==> src/rtl/mem_port_arbiter.sv <==
// mem_port_arbiter: shares one D-cache port between loads and committed stores, stores first with load anti-starvation.
// Optional watchdog enabled by defining MEM_ARB_TIMEOUT_EN.
module mem_port_arbiter #(
  parameter int STARVE_LIMIT = 4,
  parameter int TIMEOUT_CYC  = 255
) (
  input  logic        clk,
  input  logic        rst_n,
  input  logic        i_ld_req,
  input  logic [31:0] i_ld_addr,
  input  logic [2:0]  i_ld_size,
  output logic        o_ld_grant,
  output logic        o_ld_valid,
  output logic [31:0] o_ld_data,
  input  logic        i_st_req,
  input  logic [31:0] i_st_addr,
  input  logic [2:0]  i_st_size,
  input  logic [31:0] i_st_data,
  output logic        o_st_grant,
  output logic        o_st_done,
  input  logic        i_flush,
  output logic        o_mem_req,
  output logic        o_mem_we,
  output logic [31:0] o_mem_addr,
  output logic [2:0]  o_mem_size,
  output logic [31:0] o_mem_wdata,
  input  logic        i_mem_ack,
  input  logic [31:0] i_mem_rdata,
  output logic        o_timeout_err
);
  localparam int SW = $clog2(STARVE_LIMIT + 1);
  typedef enum logic [1:0] {IDLE, LOAD_WAIT, STORE_WAIT} state_t;
  state_t r_state, w_next;
  logic [SW-1:0] r_starve;
  logic [31:0] r_ld_data, r_mem_addr, r_mem_wdata;
  logic [2:0] r_mem_size;
  logic r_drop, r_mem_we, r_ld_valid, r_st_done;
  logic w_idle, w_ld_ok, w_force, w_st_gnt, w_ld_gnt, w_ld_ret, w_tmo;
  assign w_idle   = r_state == IDLE;
  assign w_ld_ok  = i_ld_req && !i_flush;
  assign w_force  = w_ld_ok && r_starve == SW'(STARVE_LIMIT);
  assign w_st_gnt = w_idle && i_st_req && !w_force;
  assign w_ld_gnt = w_idle && w_ld_ok && !w_st_gnt;
  // a squash seen at any point of the load, including its ack cycle, kills the response
  assign w_ld_ret = r_state == LOAD_WAIT && i_mem_ack && !r_drop && !i_flush;
`ifdef MEM_ARB_TIMEOUT_EN
  localparam int TW = $clog2(TIMEOUT_CYC + 1);
  logic [TW-1:0] r_wcnt;
  logic r_err;
  assign w_tmo = !w_idle && !i_mem_ack && r_wcnt == TW'(TIMEOUT_CYC - 1);
  assign o_timeout_err = r_err;
  always_ff @(posedge clk or negedge rst_n) begin
    if (!rst_n) begin
      r_wcnt <= '0;
      r_err  <= 1'b0;
    end else begin
      r_wcnt <= w_idle ? '0 : r_wcnt + 1'b1;
      r_err  <= r_err | w_tmo;
    end
  end
`else
  assign w_tmo = 1'b0;
  assign o_timeout_err = 1'b0;
`endif
  always_comb begin
    w_next = r_state;
    w_next = w_idle ? (w_ld_gnt ? LOAD_WAIT : w_st_gnt ? STORE_WAIT : IDLE)
                    : ((i_mem_ack || w_tmo) ? IDLE : r_state);
  end
  always_ff @(posedge clk or negedge rst_n) begin
    if (!rst_n) begin
      r_state     <= IDLE;
      r_starve    <= '0;
      r_drop      <= 1'b0;
      r_mem_we    <= 1'b0;
      r_mem_addr  <= '0;
      r_mem_size  <= '0;
      r_mem_wdata <= '0;
      r_ld_valid  <= 1'b0;
      r_ld_data   <= '0;
      r_st_done   <= 1'b0;
    end else begin
      r_state    <= w_next;
      r_starve   <= (!i_ld_req || w_ld_gnt) ? '0 :
                    (w_st_gnt && r_starve != SW'(STARVE_LIMIT)) ? r_starve + 1'b1 : r_starve;
      r_drop     <= r_state == LOAD_WAIT && w_next == LOAD_WAIT && (r_drop || i_flush);
      r_ld_valid <= w_ld_ret;
      r_ld_data  <= w_ld_ret ? i_mem_rdata : '0;
      r_st_done  <= r_state == STORE_WAIT && i_mem_ack;
      if (w_ld_gnt || w_st_gnt) begin
        r_mem_we    <= w_st_gnt;
        r_mem_addr  <= w_st_gnt ? i_st_addr : i_ld_addr;
        r_mem_size  <= w_st_gnt ? i_st_size : i_ld_size;
        r_mem_wdata <= w_st_gnt ? i_st_data : '0;
      end
    end
  end
  assign o_ld_grant  = w_ld_gnt;
  assign o_st_grant  = w_st_gnt;
  assign o_ld_valid  = r_ld_valid;
  assign o_ld_data   = r_ld_data;
  assign o_st_done   = r_st_done;
  assign o_mem_req   = !w_idle;
  assign o_mem_we    = r_mem_we;
  assign o_mem_addr  = r_mem_addr;
  assign o_mem_size  = r_mem_size;
  assign o_mem_wdata = r_mem_wdata;
endmodule

==> config.mk <==
export PLATFORM = sky130hd
export DESIGN_NAME = mem_port_arbiter
export DESIGN_NICKNAME = d
export VERILOG_FILES = /design/src/rtl/mem_port_arbiter.sv
export SDC_FILE = /design/constraint.sdc
export NUM_CORES = 1
export LEC_CHECK = 0
export ABC_CLOCK_PERIOD_IN_PS = 5400
export CAP_MARGIN = 10
export CORE_MARGIN = 3
export CORE_UTILIZATION = 42
export CTS_BUF_LIST = sky130_fd_sc_hd__clkbuf_4 sky130_fd_sc_hd__clkbuf_8
export CTS_CLUSTER_SIZE = 8
export DETAILED_ROUTE_END_ITERATION = 10
export PLACE_DENSITY = 0.88
export SLEW_MARGIN = 25
export SYNTH_ARGS = -nofsm -noshare
export SYNTH_HDL_FRONTEND = slang
export SYNTH_SLANG_ARGS = --single-unit
==> constraint.sdc <==
create_clock -name clk -period 5.4 [get_ports clk]
set_input_delay 1.08 -clock clk [delete_from_list [all_inputs] [get_ports clk]]
set_output_delay 1.08 -clock clk [all_outputs]
set_load 0.03 [all_outputs]
==> run metrics <==
status finished, final reports clean; Reg power frac 37.9%; CP Capture Type primary output; area share of the largest cell type after synthesis 65.3%; cts bufs inserted 9; max incr delay on CP 0.70 ns; die height 105 um; Synth Cell Area 4140 sq um; NetSw 1.19 mW; diodes inserted 0; Post-Synthesis Cells 306; Critical-path top delay cell clkdlybuf4s50_1; Pwr Total 3.06 mW; Layout area overhead 66.3%; setup TNS 0 ns; largest net degree at the start of global routing 60; Gate power share 46.7%; Worst EP arrival 2.99 ns; final hold vios 0; crit-path cells clkdlybuf4s50_1, nor2b_1, o211a_1, clkdlybuf4s50_1; hold_buf cts 0; worst hold path type register to register; WP data required 4.32 ns; Post-synth EDFFs 0; die width 105 um; Std-Cell Rows 35; clock root buffer master clkbuf_8; Lkg Pwr 3.13 nW; GRT Total Usage 23.6%; hpwl dp 9.40 mm; routed vias 3517; clk slew on worst S/H paths 0.10 ns; CP Launch Type input port; Routed WL per cell 18.8 um; Synth area leaders dfrtp_1, a221o_1, a22o_1; drc violations 0; TritonCTS clock tree done; max-cap violation count 0; Slew @ Worst Pin 0.713 ns; clock sinks 108; worst-case hold path end point o_mem_we; PostCTS Resize Cnt 0; relative slew slack 52.5%; Starting DRT DRC Count 192; ys async rst share 100%; Pint 1.87 mW; Hold Startpoint o_mem_we; crit path from i_ld_req; Yosys Warn Count 0; switching part of the total power 38.9%; Netlist cell types 32; Synth area leader dfrtp_1; Mapped Avg Cell Area 13.5 sq um; top-count cell post-synth dfrtp_1; FF-to-FF End o_mem_addr[11]; reg2reg setup slack 3.17 ns; Fmax 246 MHz; Final Skew 0.0128 ns; grt ovf 0; core area 9420 sq um; GPL Wtd Cong 0.781; minimum clock period 4.07 ns; Reg2Reg Depth 6; pwr/cell area 444 nW/um^2; Final nets 683; Tcrit/Tclk final 75.4%; layout cells sized above 1 4.95%; clock latency on the worst-skew pair 0.36 ns; IR drop worst, VDD 0.000184 V; sequential element share of the synthesized area 65.3%; CP max FO 7; IO Pins 246; # setup viols final 0; crit path kind input port to primary output; Post-Syn Nets 448; Routed Antenna Nets 0; RSZ-0062 raised after global routing false; post-CTS setup buffer count 0; initial antenna violation count 0; Via-to-Cell Ratio 5.21; Worst path most repeated cell clkdlybuf4s50_1; commonest cells in the netlist dfrtp_1, a221o_1, and3_1; first-pass GRT wire length 20.9 mm; flop and latch count out of synthesis 108; IO Port Bufs 244; reg-to-reg startpoint r_starve[0]; CTS Buffer Depth 2; ys flop type dfrtp_1; wirelength, routed 12.7 mm; First-pass DRT Iterations 4; vias in the first global route 3760; Clock power frac 15.5%; initial core utilization 44.0%; Final Max Tran Viols 0; H-tree depth 3; Hold Path Depth 1; Die Footprint 11100 sq um
-- power by group through the flow --
stage	combinational (mW)	clock (mW)	sequential, mW
detailed placement	1.43	0	1.17
CTS	1.43	0.485	1.16
global route	1.49	0.518	1.19
finish	1.43	0.472	1.16
floorplan	0.312	0	1.60
global placement	1.40	0	1.16
-- stage by stage --
step                hold slack, ns  setup slack [ns]  instance area (sq um)  utilization [%]  std cells
detailed placement           0.473              1.32                   6700             71.1        659
CTS                          0.497              1.32                   6880             73.1        675
global placement             0.460              1.35                   6660             70.7        657
global route                 0.522              1.26                   6880             73.1        675
floorplan                    0.500              2.24                   4140                -        306
finish                       0.493              1.33                   6880             73.1        675
-- area by class of cell --
cell class / instances / area [sq um]
clock buffer: 10 / 131
clock inverter: 6 / 55.1
fill: 626 / 2530
inverter: 5 / 18.8
multi-input combinational: 166 / 1290
sequential: 108 / 2700
tap: 129 / 161
timing repair buffer: 251 / 2520
-- worst max-delay path, delay by kind of cell --
family / cells / cell delay (ns)
compound gates: 1 / 0.24
simple gates: 1 / 0.37
buf+inv: 2 / 1.30
-- how the worst max path moves through the flow --
stage,endpoint,slack (ns)
2_1_floorplan,o_st_grant,2.24
6_report,o_ld_grant,1.33
3_5_place_dp,o_ld_grant,1.32
3_3_place_gp,o_ld_grant,1.35
5_1_grt,o_ld_grant,1.26
4_1_cts,o_ld_grant,1.32
-- sequential cells by signal, indices dropped and copies added (netlist names), 2 cells and up --
register,count
o_ld_data,32
o_mem_addr,32
o_mem_wdata,32
o_mem_size,3
r_starve,3
r_state,2
-- layer usage --
| layer | wire length (um) | vias to the layer above | GRT usage (%) |
|---|---|---|---|
| met1 | 4800 | 1721 | 27.6 |
| met5 | 0 | - | 0 |
| met2 | 6460 | 168 | 40.7 |
| met4 | 301 | 0 | 8.15 |
| met3 | 1130 | 21 | 7.84 |
| li1 | - | 1607 | - |
-- placed cells by master (no fill, tap or decap), drive strengths merged, types with 2 or more instances in the layout --
cell	count
and3	35
clkbuf	10
clkinvlp	2
buf	8
dfrtp	108
nand4b	2
nand2	3
a22o	32
ha	2
a21o	3
nor3	2
a221o	35
inv	9
clkdlybuf4s50	243
and2	33
nor2	2
o211a	2
-- kinds of logic (layout without fill, tap and decap cells) --
kind of cell | count (synthesis) | in the layout | synth area share [%]
other | 1 | 1 | 0.0906
buffers and inverters | 32 | 272 | 3.81
adder cells (fa/ha/maj) | 2 | 2 | 0.604
AND/OR/NAND/NOR | 84 | 84 | 12.6
flip-flops | 108 | 108 | 65.3
AO/OA/AOI/OAI | 79 | 79 | 17.6
Power figures use the tool's default switching activity.
